$ cat config.mk
export PLATFORM = sky130hd
export DESIGN_NAME = stage_head_scheduler
export DESIGN_NICKNAME = d
export VERILOG_FILES = /design/src/rtl/stage_head_scheduler_pkg.sv /design/src/rtl/stage_head_scheduler_watchdog.sv /design/src/rtl/stage_head_scheduler.sv
export SDC_FILE = /design/constraint.sdc
export NUM_CORES = 1
export LEC_CHECK = 0
export ABC_AREA = 1
export CAP_MARGIN = 20
export CORE_MARGIN = 3
export CORE_UTILIZATION = 39
export DETAILED_ROUTE_END_ITERATION = 10
export SYNTH_ARGS = -nofsm -noshare
export SYNTH_HDL_FRONTEND = slang
export SYNTH_HIERARCHICAL = 1
export SYNTH_SLANG_ARGS = --single-unit
export TNS_END_PERCENT = 5
$ cat constraint.sdc
create_clock -name clk -period 5.5 [get_ports clk]
set_input_delay 0.55 -clock clk [delete_from_list [all_inputs] [get_ports clk]]
set_output_delay 0.55 -clock clk [all_outputs]
set_load 0.005 [all_outputs]
$ cat src/rtl/stage_head_scheduler_pkg.sv
// rtl/stage_head_scheduler_pkg.sv - shared state encoding and default sizes for the stage head scheduler
package stage_head_scheduler_pkg;

    typedef enum logic [2:0] {
        S_IDLE,
        S_GAP,
        S_HEAD,
        S_MLP,
        S_FIN
    } sched_state_t;

    localparam int STAGE_HEADS   = 4;
    localparam int STAGE_TOKENS  = 16;
    localparam int SCHED_TIMEOUT = 1023;

endpackage

$ cat src/rtl/stage_head_scheduler_watchdog.sv
// rtl/stage_head_scheduler_watchdog.sv - cycle watchdog that flags a stalled HEAD/MLP wait
//
// Ports:
//   clk    in  clock
//   rst    in  synchronous reset, active-high
//   clear  in  restart the count (state change)
//   enable in  count this cycle (waiting in HEAD or MLP)
//   expire out high in the TIMEOUT-th enabled cycle since the last clear
module sched_watchdog
    import stage_head_scheduler_pkg::*;
#(
    parameter int TIMEOUT = SCHED_TIMEOUT
) (
    input  logic clk,
    input  logic rst,
    input  logic clear,
    input  logic enable,
    output logic expire
);

    localparam int TO_W = $clog2(TIMEOUT + 1);
    localparam logic [TO_W-1:0] LAST = TO_W'(TIMEOUT - 1);

    logic [TO_W-1:0] cnt;

    // The count holds at LAST; the FSM leaves the waiting state on expire,
    // so saturation only matters if the owner ignores the pulse.
    always_ff @(posedge clk) begin
        if (rst || clear) begin
            cnt <= '0;
        end else if (enable && (cnt != LAST)) begin
            cnt <= cnt + 1'b1;
        end
    end

    assign expire = enable && (cnt == LAST);

endmodule

$ cat src/rtl/stage_head_scheduler.sv
// rtl/stage_head_scheduler.sv - per-token sequencer time-sharing one attention head datapath
//
// Ports:
//   clk, rst   clock, synchronous active-high reset
//   start      run request (accepted only in IDLE)
//   abort      cancel the run, highest priority
//   head_done  attention datapath finished the current head (pulse)
//   mlp_done   MLP/residual path finished the token (pulse)
//   head_en    attention datapath enable (level)
//   head_sel   current head, also bias mux select
//   mlp_en     MLP/residual path enable (level)
//   acc_clr    clear the per-token head accumulator (pulse)
//   tok_idx    current token
//   busy       run in progress
//   done       all tokens completed (pulse)
//   err        sticky watchdog error, cleared by an accepted start
module stage_head_scheduler
    import stage_head_scheduler_pkg::*;
#(
    parameter int NUM_HEADS  = STAGE_HEADS,
    parameter int NUM_TOKENS = STAGE_TOKENS,
    parameter int TIMEOUT    = SCHED_TIMEOUT,
    parameter int HS_W       = $clog2(NUM_HEADS),
    parameter int TOK_W      = $clog2(NUM_TOKENS)
) (
    input  logic             clk,
    input  logic             rst,
    input  logic             start,
    input  logic             abort,
    input  logic             head_done,
    input  logic             mlp_done,
    output logic             head_en,
    output logic [HS_W-1:0]  head_sel,
    output logic             mlp_en,
    output logic             acc_clr,
    output logic [TOK_W-1:0] tok_idx,
    output logic             busy,
    output logic             done,
    output logic             err
);

    localparam logic [HS_W-1:0]  HEAD_LAST = HS_W'(NUM_HEADS - 1);
    localparam logic [TOK_W-1:0] TOK_LAST  = TOK_W'(NUM_TOKENS - 1);

    sched_state_t state;
    sched_state_t next_state;

    logic             expire;
    logic             wd_enable;
    logic             wd_clear;

    logic             head_en_d;
    logic             mlp_en_d;
    logic             acc_clr_d;
    logic             busy_d;
    logic             done_d;
    logic             err_d;
    logic [HS_W-1:0]  head_sel_d;
    logic [TOK_W-1:0] tok_idx_d;

    assign wd_enable = (state == S_HEAD) || (state == S_MLP);
    // Any state change restarts the count, so each HEAD/MLP visit gets a full budget.
    assign wd_clear  = (next_state != state);

    sched_watchdog #(
        .TIMEOUT (TIMEOUT)
    ) u_watchdog (
        .clk    (clk),
        .rst    (rst),
        .clear  (wd_clear),
        .enable (wd_enable),
        .expire (expire)
    );

    // State and registered outputs
    always_ff @(posedge clk) begin
        if (rst) begin
            state    <= S_IDLE;
            head_en  <= 1'b0;
            mlp_en   <= 1'b0;
            acc_clr  <= 1'b0;
            busy     <= 1'b0;
            done     <= 1'b0;
            err      <= 1'b0;
            head_sel <= '0;
            tok_idx  <= '0;
        end else begin
            state    <= next_state;
            head_en  <= head_en_d;
            mlp_en   <= mlp_en_d;
            acc_clr  <= acc_clr_d;
            busy     <= busy_d;
            done     <= done_d;
            err      <= err_d;
            head_sel <= head_sel_d;
            tok_idx  <= tok_idx_d;
        end
    end

    // Next state: abort first, then watchdog, then the completion pulses.
    always_comb begin
        next_state = state;
        unique case (state)
            S_IDLE: begin
                if (start && !abort) next_state = S_GAP;
            end
            S_GAP: begin
                next_state = abort ? S_IDLE : S_HEAD;
            end
            S_HEAD: begin
                if (abort || expire) begin
                    next_state = S_IDLE;
                end else if (head_done) begin
                    next_state = (head_sel == HEAD_LAST) ? S_MLP : S_GAP;
                end
            end
            S_MLP: begin
                if (abort || expire) begin
                    next_state = S_IDLE;
                end else if (mlp_done) begin
                    next_state = (tok_idx == TOK_LAST) ? S_FIN : S_GAP;
                end
            end
            S_FIN: begin
                next_state = S_IDLE;
            end
            default: next_state = S_IDLE;
        endcase
    end

    // Output values for the next cycle, decoded from the transition being taken.
    always_comb begin
        head_en_d  = (next_state == S_HEAD);
        mlp_en_d   = (next_state == S_MLP);
        busy_d     = (next_state != S_IDLE);
        done_d     = (next_state == S_FIN);
        acc_clr_d  = 1'b0;
        err_d      = err;
        head_sel_d = head_sel;
        tok_idx_d  = tok_idx;

        if (state == S_IDLE && next_state == S_GAP) begin
            // New run: fresh indices, fresh accumulator, error history dropped.
            acc_clr_d  = 1'b1;
            err_d      = 1'b0;
            head_sel_d = '0;
            tok_idx_d  = '0;
        end else if (state == S_MLP && next_state == S_GAP) begin
            acc_clr_d  = 1'b1;
            head_sel_d = '0;
            tok_idx_d  = tok_idx + 1'b1;
        end else if (state == S_HEAD && next_state == S_GAP) begin
            head_sel_d = head_sel + 1'b1;
        end

        if (expire && !abort) err_d = 1'b1;
    end

endmodule

==> qor_table.md, run 1 <==
| Result | Reported | Unit |
|:---|:---|:---|
| Outcome | completed | - |
| RSZ-0062 raised after global routing | false | - |
| Gr ovfl total | 0 | - |
| Post-detail-place hpwl | 2190 | µm |
| Final critical-path required period | 2.57 | ns |
| Total of flip-flops plus latches after synthesis | 25 | - |
| Max rail drop VDD | 0.0883 | mV |
| Net Count, Synth | 198 | - |
| Fraction of power consumed by sequential logic | 63.1 | % |
| Internal power consumption | 220 | µW |
| Level count of the clock H-tree | 1 | - |
| Final slew viol count | 0 | - |
| I/O pin total | 18 | - |
| Effective utilization at floorplan | 42.6 | % |
| Clock tree root driver cell | sky130_fd_sc_hd__clkbuf_4 | - |
| Register-to-register setup slack | 2.93 | ns |
| Worst-path clk slew | 0.14 | ns |
| Max Freq | 390 | MHz |
| Netlist area before placement | 1350 | µm² |
| Fraction of the yosys area taken by sequential cells | 37.0 | % |
| Cts repair resizes | 0 | - |
| Number of buffers created by CTS | 3 | - |
| Pin count of the biggest net entering global routing | 15 | - |
| Worst slew pin tran | 0.467 | ns |
| Chip Height | 64.9 | µm |
| CP Capture Type | flop | - |
| Net switching power | 71.5 | µW |
| Number of core rows | 20 | - |
| PnR Total Power | 291 | µW |
| Yosys cell types | 25 | - |
| Final weighted congestion in routability-driven placement | 0.860 | - |
| Core Util, Final | 50.4 | % |
| Worst min-delay path category | reg2reg | - |
| Post-Layout Cell Count | 252 | - |
| Total global routing track utilization | 14.4 | % |
| Fillers | 353 | - |
| Post-CTS Setup Repair Bufs | 0 | - |
| Cell count after placement | 248 | - |
| Core region area | 3180 | µm² |
| Critical Path RT | 5.77 | ns |
| Hold_sp | err | - |
| Starting DRC count in detailed routing | 82 | - |
| Crit path launch type | flop | - |
| Commonest non-fill, non-tap cell in the layout | sky130_fd_sc_hd__nand2_1 | - |
| Setup TNS | 0 | ns |
| Destination of the worst hold path | err | - |
| Count of final setup violators | 0 | - |
| DR vias | 1187 | - |
| Average cell area after synthesis | 7.19 | µm² |
| Terminus of the critical flop-to-flop path | u_watchdog/cnt[6] | - |
| Length in cells of the worst reg-to-reg path | 16 | - |
| IO buf count | 17 | - |
| Maximum root-to-sink buffer count | 2 | - |
| Layout Area Growth over Synthesis | 18.4 | % |
| Drt total wl | 2760 | µm |
| Antenna violations before repair | 0 | - |
| Hold Slack | 0.487 | ns |
| NumNets Final | 219 | - |
| Clock tree from TritonCTS | done | - |
| Commonest cells after routing, fill and taps aside | sky130_fd_sc_hd__nand2_1, sky130_fd_sc_hd__nor2_1, sky130_fd_sc_hd__dfxtp_1 | - |
| Worst hold path cell count | 2 | - |
| Via density per instance | 4.71 | - |
| Crit Path Category | reg2reg | - |
| Latest clock arrival within the worst-skew pair | 0.32 | ns |
| Part of the cycle the worst path needs | 46.6 | % |
| Synth Warn # | 6 | - |
| Clock share of power | 28.4 | % |
| Worst clock skew | 0.00139 | ns |
| Critical path arrival | 2.83 | ns |
| Logic pwr share | 8.5 | % |
| Die Area | 4210 | µm² |
| P_leak | 0.000621 | µW |
| First-pass GRT wire length | 4770 | µm |
| Sink count of the clock tree | 25 | - |
| DRC violation count after routing | 0 | - |
| Number of global-route vias before repair | 1103 | - |
| Reg2Reg Launch Point | u_watchdog/cnt[0] | - |
| P per Cell Area | 182 | nW/µm² |
| DIE WIDTH | 64.9 | µm |
| Drt first pass iters | 4 | - |
| Number of instances in the synthesized netlist | 188 | - |
| Average routed wire per standard cell | 10.9 | µm |
| Worst slew slack as a fraction of its limit | 68.8 | % |
| Number of inserted diodes | 0 | - |
| Switching part of the total power | 24.5 | % |
| Critical-path maximum fanout | 10 | - |
| Antenna Nets Post-Route | 0 | - |
| Ratio of cells with drive above 1 in the final layout | 12.5 | % |
| Max Cap Viol | 0 | - |
| Hold Violations, Final | 0 | - |
| Hold buffers post-CTS | 0 | - |
-- worst max path at each step --
stage | from | endpoint | cells past startpoint | slack [ns]
after global placement | abort | u_watchdog/cnt[6] | 11 | 2.99
after floorplan | u_watchdog/cnt[0] | u_watchdog/cnt[5] | 16 | 3.29
after detailed placement | u_watchdog/cnt[0] | u_watchdog/cnt[6] | 16 | 2.95
final | u_watchdog/cnt[0] | u_watchdog/cnt[6] | 16 | 2.93
after global routing | u_watchdog/cnt[0] | u_watchdog/cnt[6] | 16 | 2.55
after CTS | u_watchdog/cnt[0] | u_watchdog/cnt[6] | 16 | 2.90
-- per-stage QoR --
step,area (µm²),setup slack (ns)
2_1_floorplan,1350,3.29
3_3_place_gp,1570,2.99
3_5_place_dp,1570,2.95
4_1_cts,1600,2.90
5_1_grt,1600,2.55
6_report,1600,2.93
-- cells in the mapped netlist, drive strengths merged --
cell type / count / share of area [%]
xnor2: 3 / 1.9
inv: 26 / 7.4
nor2: 35 / 13
nand2: 52 / 18
nand3: 13 / 5.7
a31oi: 1 / 0.46
dfxtp: 25 / 37
a21oi: 10 / 3.7
nor3: 1 / 0.74
clkbuf: 1 / 0.28
and3: 1 / 0.46
ha: 4 / 3.7
xor2: 2 / 1.3
o21ai: 2 / 0.74
nand3b: 1 / 0.56
o21bai: 2 / 1.1
nand4: 9 / 4.2
-- sequential cells by signal, indices dropped and copies added (netlist names) --
name	flops
acc_clr	1
busy	1
done	1
err	1
head_en	1
head_sel	2
mlp_en	1
state	3
tok_idx	4
u_watchdog/cnt	10
-- final cells by class --
cell class	count	area [µm²]	share of cell area (%)
Multi-Input combinational cell	136	748	46.7
Sequential cell	25	500	31.2
Timing Repair Buffer	17	170	10.6
Inverter	26	100	6.25
Tap cell	44	55.1	3.44
Clock buffer	3	22.5	1.41
Clock inverter	1	5.00	0.312
-- critical path, stage by stage (launching register included) --
cell                       delay, ns
sky130_fd_sc_hd__dfxtp_1        0.40
sky130_fd_sc_hd__inv_1          0.09
sky130_fd_sc_hd__ha_1           0.19
sky130_fd_sc_hd__nand3_1        0.12
sky130_fd_sc_hd__nor2_4         0.05
sky130_fd_sc_hd__nand2_4        0.10
sky130_fd_sc_hd__nor2_1         0.07
sky130_fd_sc_hd__nor2_1         0.25
sky130_fd_sc_hd__nand3_1        0.13
sky130_fd_sc_hd__nor2_2         0.13
sky130_fd_sc_hd__nor2_4         0.09
sky130_fd_sc_hd__nand2_1        0.06
sky130_fd_sc_hd__nand4_1        0.09
sky130_fd_sc_hd__nor2_1         0.27
sky130_fd_sc_hd__inv_1          0.18
sky130_fd_sc_hd__o21bai_1       0.19
sky130_fd_sc_hd__nor2_1         0.09
-- cell families (layout without fill, tap and decap cells) --
group,after synthesis,after routing,share of synthesized area [%]
flops,25,25,37.0
buf+inv,27,47,7.68
fa+ha+maj,4,4,3.70
xor+xnor,5,5,3.24
compound gates,15,15,6.01
simple gates,112,112,42.4
-- metal layers --
metal  share of wire, %  vias up  global-route usage (%)
met5                  0        -                       0
met4               0.98        0                    4.75
met3                2.4        4                    2.77
met2                 52       10                    25.9
met1                 44      540                    16.9
li1                   -      633                       -
-- power by group through the flow --
stage | sequential (µW) | combinational, µW | clock, µW
3_5_place_dp | 188 | 25.0 | 0
4_1_cts | 184 | 25.1 | 90.1
3_3_place_gp | 188 | 24.8 | 0
2_1_floorplan | 188 | 15.4 | 0
6_report | 184 | 24.8 | 82.9
5_1_grt | 184 | 28.2 | 97.3
No activity file was read; power rests on OpenSTA's default activity.
==> inputs of run 2 (changes only) <==
==> constraint.sdc (replaced) <==
create_clock -name clk -period 2.6 [get_ports clk]
set_input_delay 0.26 -clock clk [delete_from_list [all_inputs] [get_ports clk]]
set_output_delay 0.26 -clock clk [all_outputs]
set_load 0.005 [all_outputs]
==> qor_table.md, run 2 (same netlist as run 1, synthesis figures left out) <==
| Result | Reported | Unit |
|:---|:---|:---|
| Final critical-path required period | 2.26 | ns |
| Hold buffers post-CTS | 0 | - |
| Register with the most flip-flops | u_watchdog/cnt | - |
| Drt total wl | 2770 | µm |
| Number of inserted diodes | 0 | - |
| IO buf count | 17 | - |
| Clock tree from TritonCTS | done | - |
| Registers with the most flip-flops | u_watchdog/cnt: 10 flops, tok_idx: 4 flops, state: 3 flops | - |
| Gr ovfl total | 0 | - |
| Average routed wire per standard cell | 10.8 | µm |
| Worst-path clk slew | 0.14 | ns |
| Crit path launch type | flop | - |
| Pin count of the biggest net entering global routing | 14 | - |
| Fillers | 328 | - |
| Max rail drop VDD | 0.211 | mV |
| Post-Layout Cell Count | 257 | - |
| PnR Total Power | 620 | µW |
| Max Cap Viol | 0 | - |
| Number of flip-flops in the largest register | 10 | - |
| NumNets Final | 224 | - |
| Cell count after placement | 250 | - |
| P_leak | 0.000642 | µW |
| Post-layout instance area | 1640 | µm² |
| Die Area | 4210 | µm² |
| Ratio of cells with drive above 1 in the final layout | 14.6 | % |
| Total global routing track utilization | 14.7 | % |
| DRC violation count after routing | 0 | - |
| Core region area | 3180 | µm² |
| Level count of the clock H-tree | 1 | - |
| Net switching power | 149 | µW |
| Crit Path Category | reg2reg | - |
| Post-detail-place hpwl | 2220 | µm |
| Setup TNS | 0 | ns |
| Part of the cycle the worst path needs | 86.8 | % |
| Maximum root-to-sink buffer count | 2 | - |
| Outcome | completed | - |
| Placement Cell Area | 1590 | µm² |
| Critical Path RT | 2.87 | ns |
| Via density per instance | 4.73 | - |
| Hold Violations, Final | 0 | - |
| Sink count of the clock tree | 25 | - |
| Commonest non-fill, non-tap cell in the layout | sky130_fd_sc_hd__nand2_1 | - |
| CP Capture Type | flop | - |
| Worst slew pin tran | 0.333 | ns |
| I/O pin total | 18 | - |
| Critical path arrival | 2.53 | ns |
| Max Freq | 443 | MHz |
| Commonest cells after routing, fill and taps aside | sky130_fd_sc_hd__nand2_1, sky130_fd_sc_hd__dfxtp_1, sky130_fd_sc_hd__inv_1, sky130_fd_sc_hd__nor2_1, sky130_fd_sc_hd__clkdlybuf4s50_1 | - |
| Logic pwr share | 9.4 | % |
| Effective utilization at floorplan | 42.6 | % |
| RSZ-0062 raised after global routing | false | - |
| Antenna Nets Post-Route | 0 | - |
| Critical-path maximum fanout | 10 | - |
| Number of global-route vias before repair | 1227 | - |
| Drt first pass iters | 4 | - |
| Number of core rows | 20 | - |
| Number of buffers created by CTS | 3 | - |
| Latest clock arrival within the worst-skew pair | 0.32 | ns |
| Clock tree root driver cell | sky130_fd_sc_hd__clkbuf_4 | - |
| Fraction of power consumed by sequential logic | 62.7 | % |
| Layout Area Growth over Synthesis | 21.3 | % |
| Chip Height | 64.9 | µm |
| Worst clock skew | 0.0147 | ns |
| Final slew viol count | 0 | - |
| DIE WIDTH | 64.9 | µm |
| Worst min-delay path category | reg2reg | - |
| Total area of multi-input combinational cells | 751 | µm² |
| Antenna violations before repair | 0 | - |
| P per Cell Area | 378 | nW/µm² |
| Sequential standard cell area | 500 | µm² |
| Count of final setup violators | 0 | - |
| Internal power consumption | 472 | µW |
| Clock share of power | 28.0 | % |
| Final weighted congestion in routability-driven placement | 0.809 | - |
| Starting DRC count in detailed routing | 67 | - |
| Switching part of the total power | 23.9 | % |
| First-pass GRT wire length | 5020 | µm |
| Worst slew slack as a fraction of its limit | 77.8 | % |
| DR vias | 1215 | - |
[run 2: cell count changes in the layout (fill, tap and decap cells not counted)]
cell and delta:
sky130_fd_sc_hd__clkinv_2 -1, sky130_fd_sc_hd__clkbuf_1 +1, sky130_fd_sc_hd__nor2_1 -1, sky130_fd_sc_hd__buf_4 +5
sky130_fd_sc_hd__nor2_2 +1
[run 2: metrics by stage]
stage	hold slack [ns]	worst slack (ns)	util [%]
2_1_floorplan	0.447	0.386	-
3_3_place_gp	0.455	0.349	50.0
3_5_place_dp	0.466	0.280	50.0
4_1_cts	0.499	0.239	50.8
5_1_grt	0.540	0.0161	51.6
6_report	0.494	0.343	51.6
[run 2: critical path: stages, from the launching register on]
cell,delay [ns]
sky130_fd_sc_hd__dfxtp_1,0.39
sky130_fd_sc_hd__inv_1,0.09
sky130_fd_sc_hd__ha_1,0.21
sky130_fd_sc_hd__nand3_1,0.13
sky130_fd_sc_hd__nor2_4,0.05
sky130_fd_sc_hd__nand2_4,0.10
sky130_fd_sc_hd__nor2_1,0.08
sky130_fd_sc_hd__nor2_2,0.18
sky130_fd_sc_hd__nand2_2,0.09
sky130_fd_sc_hd__nand2_4,0.13
sky130_fd_sc_hd__inv_1,0.10
sky130_fd_sc_hd__nand2_1,0.07
sky130_fd_sc_hd__nand4_1,0.07
sky130_fd_sc_hd__nor2_1,0.14
sky130_fd_sc_hd__inv_1,0.12
sky130_fd_sc_hd__o21bai_1,0.17
sky130_fd_sc_hd__nor2_1,0.08
[run 2: power by group through the flow]
stage / Clock [µW] / Combinational (µW) / Sequential [µW]
floorplan: 0 / 32.6 / 397
global placement: 0 / 54.8 / 397
detailed placement: 0 / 55.7 / 397
CTS: 181 / 55.9 / 389
global route: 196 / 65.8 / 389
finish: 174 / 58.0 / 389
[run 2: final timing paths]
kind,startpoint,to,slack [ns],cells past startpoint
min,err,err,0.49,2
max reg2reg,u_watchdog/cnt[0],u_watchdog/cnt[6],0.34,16
min reg2reg,err,err,0.49,2
max,u_watchdog/cnt[0],u_watchdog/cnt[6],0.34,16
[run 2: final cells by class]
class / count / area share [%]
clock buffers: 4 / 1.60
inverters: 26 / 6.10
multi-input cells: 136 / 45.8
flip-flops and latches: 25 / 30.5
well taps: 44 / 3.36
repair buffers: 22 / 12.7
[run 2: per-layer routing]
metal | GRT usage, % | wire, µm | vias up
li1 | - | - | 648
met1 | 16.3 | 1240 | 552
met2 | 26.8 | 1410 | 13
met3 | 4.51 | 92 | 2
met4 | 3.96 | 19 | 0
met5 | 0 | 0 | -
[run 2: what timing repair did]
action | in CTS | in global routing
setup buffers | 0 | 3
setup endpoints to repair | 0 | 3
gates resized for setup | 0 | 1
==> inputs of run 3 (changes only) <==
--- a/config.mk
+++ b/config.mk
@@ -14,4 +14,4 @@
 export SYNTH_HDL_FRONTEND = slang
 export SYNTH_HIERARCHICAL = 1
 export SYNTH_SLANG_ARGS = --single-unit
-export TNS_END_PERCENT = 5
+export TNS_END_PERCENT = 30
==> results of run 3 <==
Same layout as run 2: the final DEF is identical, and so are final timing and power.
==> variant: new RTL, settings of run 3 <==
The 5 states of `sched_state_t` get a one-hot encoding in 5 bits.
--- a/src/rtl/stage_head_scheduler_pkg.sv
+++ b/src/rtl/stage_head_scheduler_pkg.sv
@@ -2,10 +2,10 @@
 package stage_head_scheduler_pkg;
 
-    typedef enum logic [2:0] {
-        S_IDLE,
-        S_GAP,
-        S_HEAD,
-        S_MLP,
-        S_FIN
+    typedef enum logic [4:0] {
+        S_IDLE = 5'b00001,
+        S_GAP  = 5'b00010,
+        S_HEAD = 5'b00100,
+        S_MLP  = 5'b01000,
+        S_FIN  = 5'b10000
     } sched_state_t;
 
Function: same outputs for any inputs over 10 cycles, from zero or initial values and one cycle with rst high; not proved beyond that.
==> variant against run 3 <==
Setup slack worse by 0.085 ns. Worst hold slack improved by 0.0035 ns. Sequential power rose by 9.5%. Final area is 17% higher. Total power grew 27%. First-iteration DRC count increased by 54%. Via count increased by 18%. Area after synthesis is 15% higher. Combinational power up 84%. Cell count increased by 18%. Sequential cell count grew 2. Sequential share of layout area is 2.2 points lower. Largest power group unchanged. Wire length grew 23%.
==> variant: results (changes against run 3) <==
- Top cell family by delay on the critical path: simple AND/OR/NAND/NOR gates
- YS warnings: 6 (unchanged)
- Post-Syn Nets: 233 (+18%)
- Hold endpoint: err
- Num CTS Buffers: 3 (unchanged)
- GP Congestion: 0.888 (+9.7%)
- WL/cell: 11.3 µm (+4.8%)
- CTS root buf: clkbuf_8
- DRT Pass-1 Iters: 4 (unchanged)
- Via density: 4.75 (+0.58%)
- Worst hold path class: flip-flop to flip-flop
- Layout cells sized above 1: 19.7% (+5.1 points)
- Ys async rst share: 0% (unchanged)
- Synth top cells by count: nand2_1, nor2_1, dfxtp_1
- Synth unique cells: 27 (+8.0%)
- Min-Delay Startpoint: err
- Commonest register cell after synthesis: dfxtp_1
- Worst Skew: 0.00703 ns (-0.00764 ns)
- Nets: 265 (+18%)
- Switch Pwr: 213 µW (+44%)
- Critical Path Fanout Max: 5 (-5)
- Worst hold slack: 0.498 ns (+0.00353 ns)
- P_leak: 0.737 nW (+15%)
- Largest registers: u_watchdog/cnt: 10 flops, state: 5 flops, tok_idx: 4 flops
- Ant diodes: 0 (unchanged)
- Clock-pin slew on the worst setup and hold paths: 0.10 ns (-0.04 ns)
- Worst r2r src: u_watchdog/cnt[0]
- GRT Util Overall: 14.8% (+0.093 points)
- CP max-delay cell: dfxtp_2
- Latest clock arrival within the worst-skew pair: 0.28 ns (-0.04 ns)
- Dpl ws: 0.131 ns (-0.149 ns)
- CP peak stage delay: 0.35 ns (-0.04 ns)
- Peak VDD IR: 0.000236 V (+12%)
- Largest net degree at the start of global routing: 17 (+3)
- Post-DP HPWL: 2650 µm (+20%)
- Number of antenna violations at the first check in global routing: 0 (unchanged)
- CTS Buffer Depth: 2 (unchanged)
- Status: finished clean
- # fillers: 393 (+20%)
- Max FFs per register: 10 (unchanged)
- DRC: 0 (unchanged)
- Hold depth: 2 (unchanged)
- Register area share after synthesis: 34.9% (-2.1 points)
- Buffers on Ports: 17 (unchanged)
- Iteration-0 DRC Markers: 103 (+54%)
- Reg-to-Reg End: u_watchdog/cnt[0]
- Vias in the first global route: 1263 (+2.9%)
- Synth area leaders: dfxtp_1, nand2_1, nor2_1, nand3_1, inv_1
- R2R cell count: 19 (+3)
- Worst Path Arrival: 2.57 ns (+0.04 ns)
- First-pass GRT wire length: 5930 µm (+18%)
- H-tree Lvls: 1 (unchanged)
- Slew @ Worst Pin: 0.501 ns (+0.168 ns)
[variant: cell count changes after synthesis, moves of 4 or more]
| cell | before | now |
|---|---|---|
| nand3_1 | 12 | 21 |
| nor2_1 | 25 | 33 |
| nor3_1 | 0 | 4 |
| a21oi_1 | 10 | 14 |
| nand2_1 | 44 | 50 |
[variant: timing repair]
item                       in CTS  in global routing
setup endpoints to repair       0                 10
buffers inserted                0                  1
resized for setup               0                 10
[variant: final cells by class]
cell class              count  area share, %
well taps                  48           3.12
repair buffers             29           13.5
inverters                  28           5.72
clock inverters             1          0.390
flip-flops and latches     27           28.3
multi-input cells         166           46.8
clock buffers               3           2.14
[variant: metal layers]
metal	vias to the layer above	routed length, µm	global-route usage (%)
met5	-	0	0
met2	31	1340	19.1
met3	5	135	2.77
li1	778	-	-
met1	622	1890	23.7
met4	0	48	5.21
[variant: cells by family after synthesis]
logic type	after synthesis	share of synthesized area, %
AND/OR/NAND/NOR	135	43.8
AO/OA/AOI/OAI	23	7.99
flip-flops	27	34.9
adder cells (fa/ha/maj)	4	3.23
XOR/XNOR	4	2.26
buffers and inverters	30	7.83
[variant: how the worst max path moves through the flow]
stage	startpoint	end	slack, ns	depth (start not counted)
floorplan	state[0]	u_watchdog/cnt[5]	0.1	20
global placement	state[1]	u_watchdog/cnt[5]	0.18	20
detailed placement	state[1]	u_watchdog/cnt[5]	0.13	20
CTS	state[1]	u_watchdog/cnt[5]	0.11	20
global route	u_watchdog/cnt[0]	u_watchdog/cnt[0]	0.006	19
finish	u_watchdog/cnt[0]	u_watchdog/cnt[0]	0.26	19
[variant: through the flow]
step                      power [mW]  instances  utilization (%)  area, µm²
after floorplan                0.498        223                -       1550
after global placement         0.537        297             49.5       1850
after detailed placement       0.537        297             49.5       1850
after CTS                      0.792        301             50.8       1900
after global routing           0.828        302             51.4       1930
final                          0.788        302             51.4       1930
[variant: worst register-to-register path, cell delays in order (launching register included)]
cell	delay, ns
dfxtp_2	0.35
inv_1	0.09
ha_1	0.18
nand3_1	0.12
nor2_4	0.12
nand2_4	0.05
nor2_1	0.11
inv_1	0.08
nand2_2	0.10
a21oi_1	0.05
nand2_1	0.12
nand2_1	0.06
nand2_1	0.05
nand3_1	0.10
nor2_1	0.12
nand3_1	0.08
nor2_2	0.13
buf_4	0.16
o21ai_0	0.10
nor2_1	0.10
[variant: power groups by stage]
stage	sequential [mW]	clock, mW	combinational, mW
after global placement	0.436	0	0.102
final	0.426	0.254	0.107
after CTS	0.426	0.264	0.102
after global routing	0.428	0.280	0.120
after detailed placement	0.435	0	0.101
after floorplan	0.436	0	0.0626
